==> config.mk <==
export PLATFORM = sky130hd
export DESIGN_NAME = stream_merge_ctrl
export DESIGN_NICKNAME = d
export VERILOG_FILES = /design/src/rtl/stream_merge_ctrl.sv
export SDC_FILE = /design/constraint.sdc
export NUM_CORES = 1
export LEC_CHECK = 0
export ABC_CLOCK_PERIOD_IN_PS = 2200
export CAP_MARGIN = 25
export CORE_MARGIN = 5
export CORE_UTILIZATION = 36
export CTS_CLUSTER_DIAMETER = 30
export DETAILED_ROUTE_END_ITERATION = 16
export HOLD_SLACK_MARGIN = 0.15
export PLACE_DENSITY = 0.84
export SYNTH_ARGS = -nofsm -noshare
export SYNTH_HDL_FRONTEND = slang
export SYNTH_SLANG_ARGS = --single-unit
==> constraint.sdc <==
create_clock -name clock -period 2.2 [get_ports clock]
set_input_delay 0.44 -clock clock [delete_from_list [all_inputs] [get_ports clock]]
set_output_delay 0.44 -clock clock [all_outputs]
set_load 0.01 [all_outputs]
==> src/rtl/stream_merge_ctrl.sv <==
// stream_merge_ctrl: control-armed two-to-one round-robin stream merger.
// Each run starts on one inCtrl token, interleaves elements from in0/in1
// into a one-entry output slot, absorbs the per-input EOS markers, emits a
// single merged EOS once both inputs have ended, then offers one outCtrl
// token before re-arming.
module stream_merge_ctrl #(
  parameter int DATA_WIDTH = 64
) (
  input  logic                  clock,
  input  logic                  reset,
  input  logic                  inCtrl_valid,
  output logic                  inCtrl_ready,
  input  logic                  in0_valid,
  output logic                  in0_ready,
  input  logic [DATA_WIDTH-1:0] in0_data_field0,
  input  logic                  in0_data_field1,
  input  logic                  in1_valid,
  output logic                  in1_ready,
  input  logic [DATA_WIDTH-1:0] in1_data_field0,
  input  logic                  in1_data_field1,
  output logic                  out0_valid,
  input  logic                  out0_ready,
  output logic [DATA_WIDTH-1:0] out0_data_field0,
  output logic                  out0_data_field1,
  output logic                  outCtrl_valid,
  input  logic                  outCtrl_ready
);

  typedef enum logic [1:0] {S_IDLE, S_RUN, S_FLUSH, S_DONE} state_t;

  state_t                r_state;
  logic                  r_done0;
  logic                  r_done1;
  logic                  r_rr;
  logic                  r_out_valid;
  logic [DATA_WIDTH-1:0] r_out_f0;
  logic                  r_out_f1;

  state_t                w_state_nx;
  logic                  w_done0_nx;
  logic                  w_done1_nx;
  logic                  w_rr_nx;
  logic                  w_out_valid_nx;
  logic [DATA_WIDTH-1:0] w_out_f0_nx;
  logic                  w_out_f1_nx;

  logic                  w_free;
  logic                  w_elig0;
  logic                  w_elig1;
  logic                  w_gnt0;
  logic                  w_gnt1;
  logic [DATA_WIDTH-1:0] w_sel_f0;
  logic                  w_sel_eos;

  assign w_free  = !r_out_valid || out0_ready;
  assign w_elig0 = in0_valid && !r_done0;
  assign w_elig1 = in1_valid && !r_done1;

  // Round-robin grant: favour input rr, fall back to the other; only in RUN with a free slot.
  always_comb begin
    w_gnt0 = 1'b0;
    w_gnt1 = 1'b0;
    if (r_state == S_RUN && w_free) begin
      if (!r_rr) begin
        if (w_elig0)      w_gnt0 = 1'b1;
        else if (w_elig1) w_gnt1 = 1'b1;
      end else begin
        if (w_elig1)      w_gnt1 = 1'b1;
        else if (w_elig0) w_gnt0 = 1'b1;
      end
    end
  end

  assign w_sel_f0  = w_gnt0 ? in0_data_field0 : in1_data_field0;
  assign w_sel_eos = w_gnt0 ? in0_data_field1 : in1_data_field1;

  // Next-state and slot update logic; every register holds unless a case below changes it.
  always_comb begin
    w_state_nx     = r_state;
    w_done0_nx     = r_done0;
    w_done1_nx     = r_done1;
    w_rr_nx        = r_rr;
    w_out_valid_nx = r_out_valid;
    w_out_f0_nx    = r_out_f0;
    w_out_f1_nx    = r_out_f1;
    case (r_state)
      S_IDLE: begin
        if (inCtrl_valid) begin
          w_state_nx = S_RUN;
          w_done0_nx = 1'b0;
          w_done1_nx = 1'b0;
          w_rr_nx    = 1'b0;
        end
      end
      S_RUN: begin
        if (r_done0 && r_done1) begin
          // Both inputs ended: the merged EOS replaces the slot once it drains.
          if (w_free) begin
            w_out_valid_nx = 1'b1;
            w_out_f0_nx    = '0;
            w_out_f1_nx    = 1'b1;
            w_state_nx     = S_FLUSH;
          end
        end else if (w_gnt0 || w_gnt1) begin
          w_rr_nx = w_gnt0;
          if (w_sel_eos) begin
            // EOS markers are swallowed: they only set the done flag.
            w_out_valid_nx = 1'b0;
            if (w_gnt0) w_done0_nx = 1'b1;
            else        w_done1_nx = 1'b1;
          end else begin
            w_out_valid_nx = 1'b1;
            w_out_f0_nx    = w_sel_f0;
            w_out_f1_nx    = 1'b0;
          end
        end else if (w_free) begin
          w_out_valid_nx = 1'b0;
        end
      end
      S_FLUSH: begin
        if (out0_ready) begin
          w_out_valid_nx = 1'b0;
          w_state_nx     = S_DONE;
        end
      end
      S_DONE: begin
        if (outCtrl_ready) w_state_nx = S_IDLE;
      end
      default: w_state_nx = S_IDLE;
    endcase
  end

  // State, flag and output-slot registers with synchronous reset.
  always_ff @(posedge clock) begin
    if (reset) begin
      r_state     <= S_IDLE;
      r_done0     <= 1'b0;
      r_done1     <= 1'b0;
      r_rr        <= 1'b0;
      r_out_valid <= 1'b0;
      r_out_f0    <= '0;
      r_out_f1    <= 1'b0;
    end else begin
      r_state     <= w_state_nx;
      r_done0     <= w_done0_nx;
      r_done1     <= w_done1_nx;
      r_rr        <= w_rr_nx;
      r_out_valid <= w_out_valid_nx;
      r_out_f0    <= w_out_f0_nx;
      r_out_f1    <= w_out_f1_nx;
    end
  end

  assign inCtrl_ready     = (r_state == S_IDLE) && !reset;
  assign outCtrl_valid    = (r_state == S_DONE);
  assign in0_ready        = w_gnt0;
  assign in1_ready        = w_gnt1;
  assign out0_valid       = r_out_valid;
  assign out0_data_field0 = r_out_f0;
  assign out0_data_field1 = r_out_f1;

endmodule

==> flow_metrics.py <==
metrics = {
    "clock_network": {
        "clkSinkCount": 71,
        "holdBufCountCts": 0,
        "cts_buffers": 9,
        "clock_slew_seen_by_the_registers_of_the_worst_setup_and_hold_paths_ns": 0.06,
        "htree_depth": 3,
        "cts_root_buf": "sky130_fd_sc_hd__clkbuf_8",
        "tritoncts": "built",
        "clock_insertion_delay_worst_skew_ns": 0.33,
        "cts.path.max_buffers": 2,
    },
    "placed_design": {
        "dp_hpwl_mm": 9.44,
        "port-buffer-count": 206,
        "weighted_congestion_at_the_end_of_routability_driven_global_placement": 0.891,
        "placedCellCount": 752,
        "placement.cell_area_mm2": 0.00616,
    },
    "sta": {
        "fin_crit_ns": 2.19,
        "maxSlewHeadroom": 0.536,
        "fmax_mhz": 457,
        "setup-violations-final": 0,
        "timing_max_transition_violations_final": 0,
        "max_slew.worst_pin.slew_ns": 0.695,
        "tns_ns": 0,
        "grt_setup_unrepaired": "no",
        "worst_case_clock_skew_ns": 0.00781,
        "final.hold.worst_slack_ns": 0.514,
        "hold_violations": 0,
        "finalCritPeriodShare": 0.995,
    },
    "cells_and_area": {
        "layoutNonFillerInstCount": 767,
        "area_delta_synth_final_pct": 61.0,
        "drive_gt1_frac": 0.0813,
        "final_cell_area_mm2": 0.00636,
        "total_number_of_nets_in_the_final_design": 764,
        "post-route-util": 0.589,
        "layout.filler_cells": 936,
        "num_antenna_cells": 0,
    },
    "pwr": {
        "sw_power_uw": 1940,
        "sw_frac_of_total": 0.355,
        "power.share.combinational": 0.489,
        "ir_worst_vdd_v": 0.000534,
        "share_of_total_power_in_the_clock_network": 0.174,
        "seqPwrFrac": 0.338,
        "power.density_mw_per_mm2": 859,
        "intPower_uw": 3520,
        "leakagePower_uw": 0.00283,
    },
    "global_route": {
        "gr-usage-met3": 0.0492,
        "grt_max_degree": 70,
        "grt_overflow_total": 0,
        "grt.met2_usage": 0.331,
        "antenna_found_initial": 0,
        "grt_pass1_wl_mm": 20.4,
        "grt_pass1_vias": 4237,
        "busiest_layer": "met2",
        "grt_usage": 0.188,
        "grt.met1_usage": 0.222,
    },
    "yosys": {
        "synth.yosys.seq_area_share": 0.360,
        "number_of_synthesized_register_bits": 71,
        "synth_top_area_cell": "sky130_fd_sc_hd__dfxtp_1",
        "synth_most_common_cell": "sky130_fd_sc_hd__dfxtp_1",
        "mappedNetlistArea_mm2": 0.00395,
        "postSynthCellCount": 434,
        "yosys-top-cells-count": "sky130_fd_sc_hd__dfxtp_1 (71), sky130_fd_sc_hd__o21ai_1 (65), sky130_fd_sc_hd__a32oi_1 (64), sky130_fd_sc_hd__and3_1 (64), sky130_fd_sc_hd__mux2i_1 (64)",
        "synth_enable_flop_cells": 0,
        "synth_cell_type_count": 37,
        "postSynth.topFlopCell": "sky130_fd_sc_hd__dfxtp_1",
        "synth_warnings": 0,
        "netlist.area_leader.share": 0.360,
        "synth_area_per_cell_um2": 9.10,
        "yosys-top-cells-area": "sky130_fd_sc_hd__dfxtp_1 (36%), sky130_fd_sc_hd__mux2i_1 (16%), sky130_fd_sc_hd__a32oi_1 (14%)",
        "async_reset_ff_frac": 0,
        "syn-num-nets": 575,
    },
    "run_status": {
        "status": "finished, final reports clean",
    },
    "worst_setup_path": {
        "worst-endpoint-arrival_ns": 1.75,
        "r2r_start": "r_state[1]",
        "crit_path_max_fanout": 2,
        "r2r_cells": 8,
        "crit_end": "in0_ready",
        "cp-start-kind": "input pin",
        "crit_start": "in0_valid",
        "worst_setup_path_end_kind": "output port",
        "worst_r2r_endpoint": "out0_data_field0[27]",
        "worst-r2r-setup-slack_ns": 0.20,
        "cp_data_required_time_ns": 1.76,
        "worst-setup-path-type": "in2out",
    },
    "run": {
        "max_cap_check_violation_count": 0,
    },
    "floorplanning": {
        "num_io_pins": 207,
        "initial_core_util": 0.366,
        "design.die.area_mm2": 0.0132,
        "die_y_um": 115,
        "design.core.area_mm2": 0.0108,
        "num_rows": 38,
        "floorplan.die.width_um": 115,
    },
    "worst_hold_path": {
        "hold_class": "reg2reg",
    },
    "route": {
        "ant_nets": 0,
        "detail_route.vias_per_cell": 5.56,
        "drt_wl_total_mm": 13.1,
        "detail_route.drc_violations": 0,
        "wl_per_cell_um": 17.0,
        "drtPass1Iterations": 4,
        "route.vias.total": 4268,
        "drtIter0Drc": 228,
    },
}
flip-flops by register name, summed over array words and instances, names as in the netlist:
name,flops
out0_valid,1
r_rr,1
r_done1,1
r_state,2
out0_data_field1,1
r_done0,1
out0_data_field0,64
metrics by stage:
stage                     power [µW]  setup WS, ns
after floorplan                 3240       0.00896
after global placement          4400        -0.401
after detailed placement        4510        -0.454
after CTS                       5480        0.0137
after global routing            5810       0.00304
final                           5460        0.0108
cells in the final DEF, fill, tap and decap left out, types with 2 or more instances in the layout:
cell type and count:
sky130_fd_sc_hd__o21ai_1 65, sky130_fd_sc_hd__a21oi_1 4, sky130_fd_sc_hd__inv_2 3, sky130_fd_sc_hd__o21ai_0 3, sky130_fd_sc_hd__dfxtp_1 71, sky130_fd_sc_hd__mux2i_1 63
sky130_fd_sc_hd__buf_12 3, sky130_fd_sc_hd__clkdlybuf4s50_1 203, sky130_fd_sc_hd__a32oi_1 64, sky130_fd_sc_hd__and3_1 64, sky130_fd_sc_hd__nor2b_1 2, sky130_fd_sc_hd__a31oi_1 2
sky130_fd_sc_hd__buf_4 18, sky130_fd_sc_hd__o31ai_1 2, sky130_fd_sc_hd__or4_4 2, sky130_fd_sc_hd__clkbuf_8 12, sky130_fd_sc_hd__ha_1 2, sky130_fd_sc_hd__clkbuf_1 3
sky130_fd_sc_hd__ha_2 2, sky130_fd_sc_hd__inv_1 3, sky130_fd_sc_hd__buf_6 3, sky130_fd_sc_hd__nand2_1 3, sky130_fd_sc_hd__nor2_1 4, sky130_fd_sc_hd__nand2b_1 5
per-layer routing:
metal | vias up | part of all wire | routed length (µm)
li1 | 2069 | - | -
met1 | 2012 | 0.40 | 5180
met2 | 171 | 0.51 | 6610
met3 | 16 | 0.083 | 1080
met4 | 0 | 0.015 | 192
met5 | - | 0 | 0
worst max-delay path: stages:
cell,delay [ns]
sky130_fd_sc_hd__clkdlybuf4s50_1,0.48
sky130_fd_sc_hd__nand2b_1,0.08
sky130_fd_sc_hd__or4_4,0.56
sky130_fd_sc_hd__inv_2,0.08
sky130_fd_sc_hd__buf_6,0.10
power by group through the flow:
stage                     registers (µW)  logic [µW]  clock network (µW)
after CTS                           1840        2660                 986
final                               1840        2670                 948
after floorplan                     1970        1260                   0
after global routing                1890        2870                1050
after detailed placement            1860        2660                   0
after global placement              1840        2570                   0
layout make-up:
| cell class | count | area (µm²) | share of cell area |
|---|---|---|---|
| multi-input combinational | 305 | 2280 | 0.359 |
| tap | 140 | 175 | 0.0276 |
| inverter | 7 | 27.5 | 0.00433 |
| sequential | 71 | 1420 | 0.224 |
| clock buffer | 15 | 176 | 0.0278 |
| timing repair buffer | 229 | 2270 | 0.358 |
repair_timing:
action                                  in CTS  in global routing
pin swaps                                    0                  1
gates resized for setup                      9                  7
endpoints found under the setup margin      67                  6
buffers inserted                             0                  0
cells by family (layout without fill, tap and decap cells):
logic type	Yosys count	count (layout)	synth area share
multiplexers	64	64	0.162
AND/OR/NAND/NOR	89	89	0.138
buffers and inverters	58	251	0.0694
AO/OA/AOI/OAI	148	148	0.258
adder cells (fa/ha/maj)	4	4	0.0127
flip-flops	71	71	0.360
how the worst min path moves through the flow:
stage,cells after the start,endpoint,slack [ns],startpoint
after floorplan,2,r_done0,0.49,r_done0
after global placement,2,out0_data_field1,0.49,out0_data_field1
after detailed placement,2,out0_data_field1,0.50,out0_data_field1
after CTS,2,out0_data_field1,0.52,out0_data_field1
after global routing,2,out0_data_field1,0.55,out0_data_field1
final,2,out0_data_field1,0.51,out0_data_field1
No activity file was read; power rests on OpenSTA's default activity.
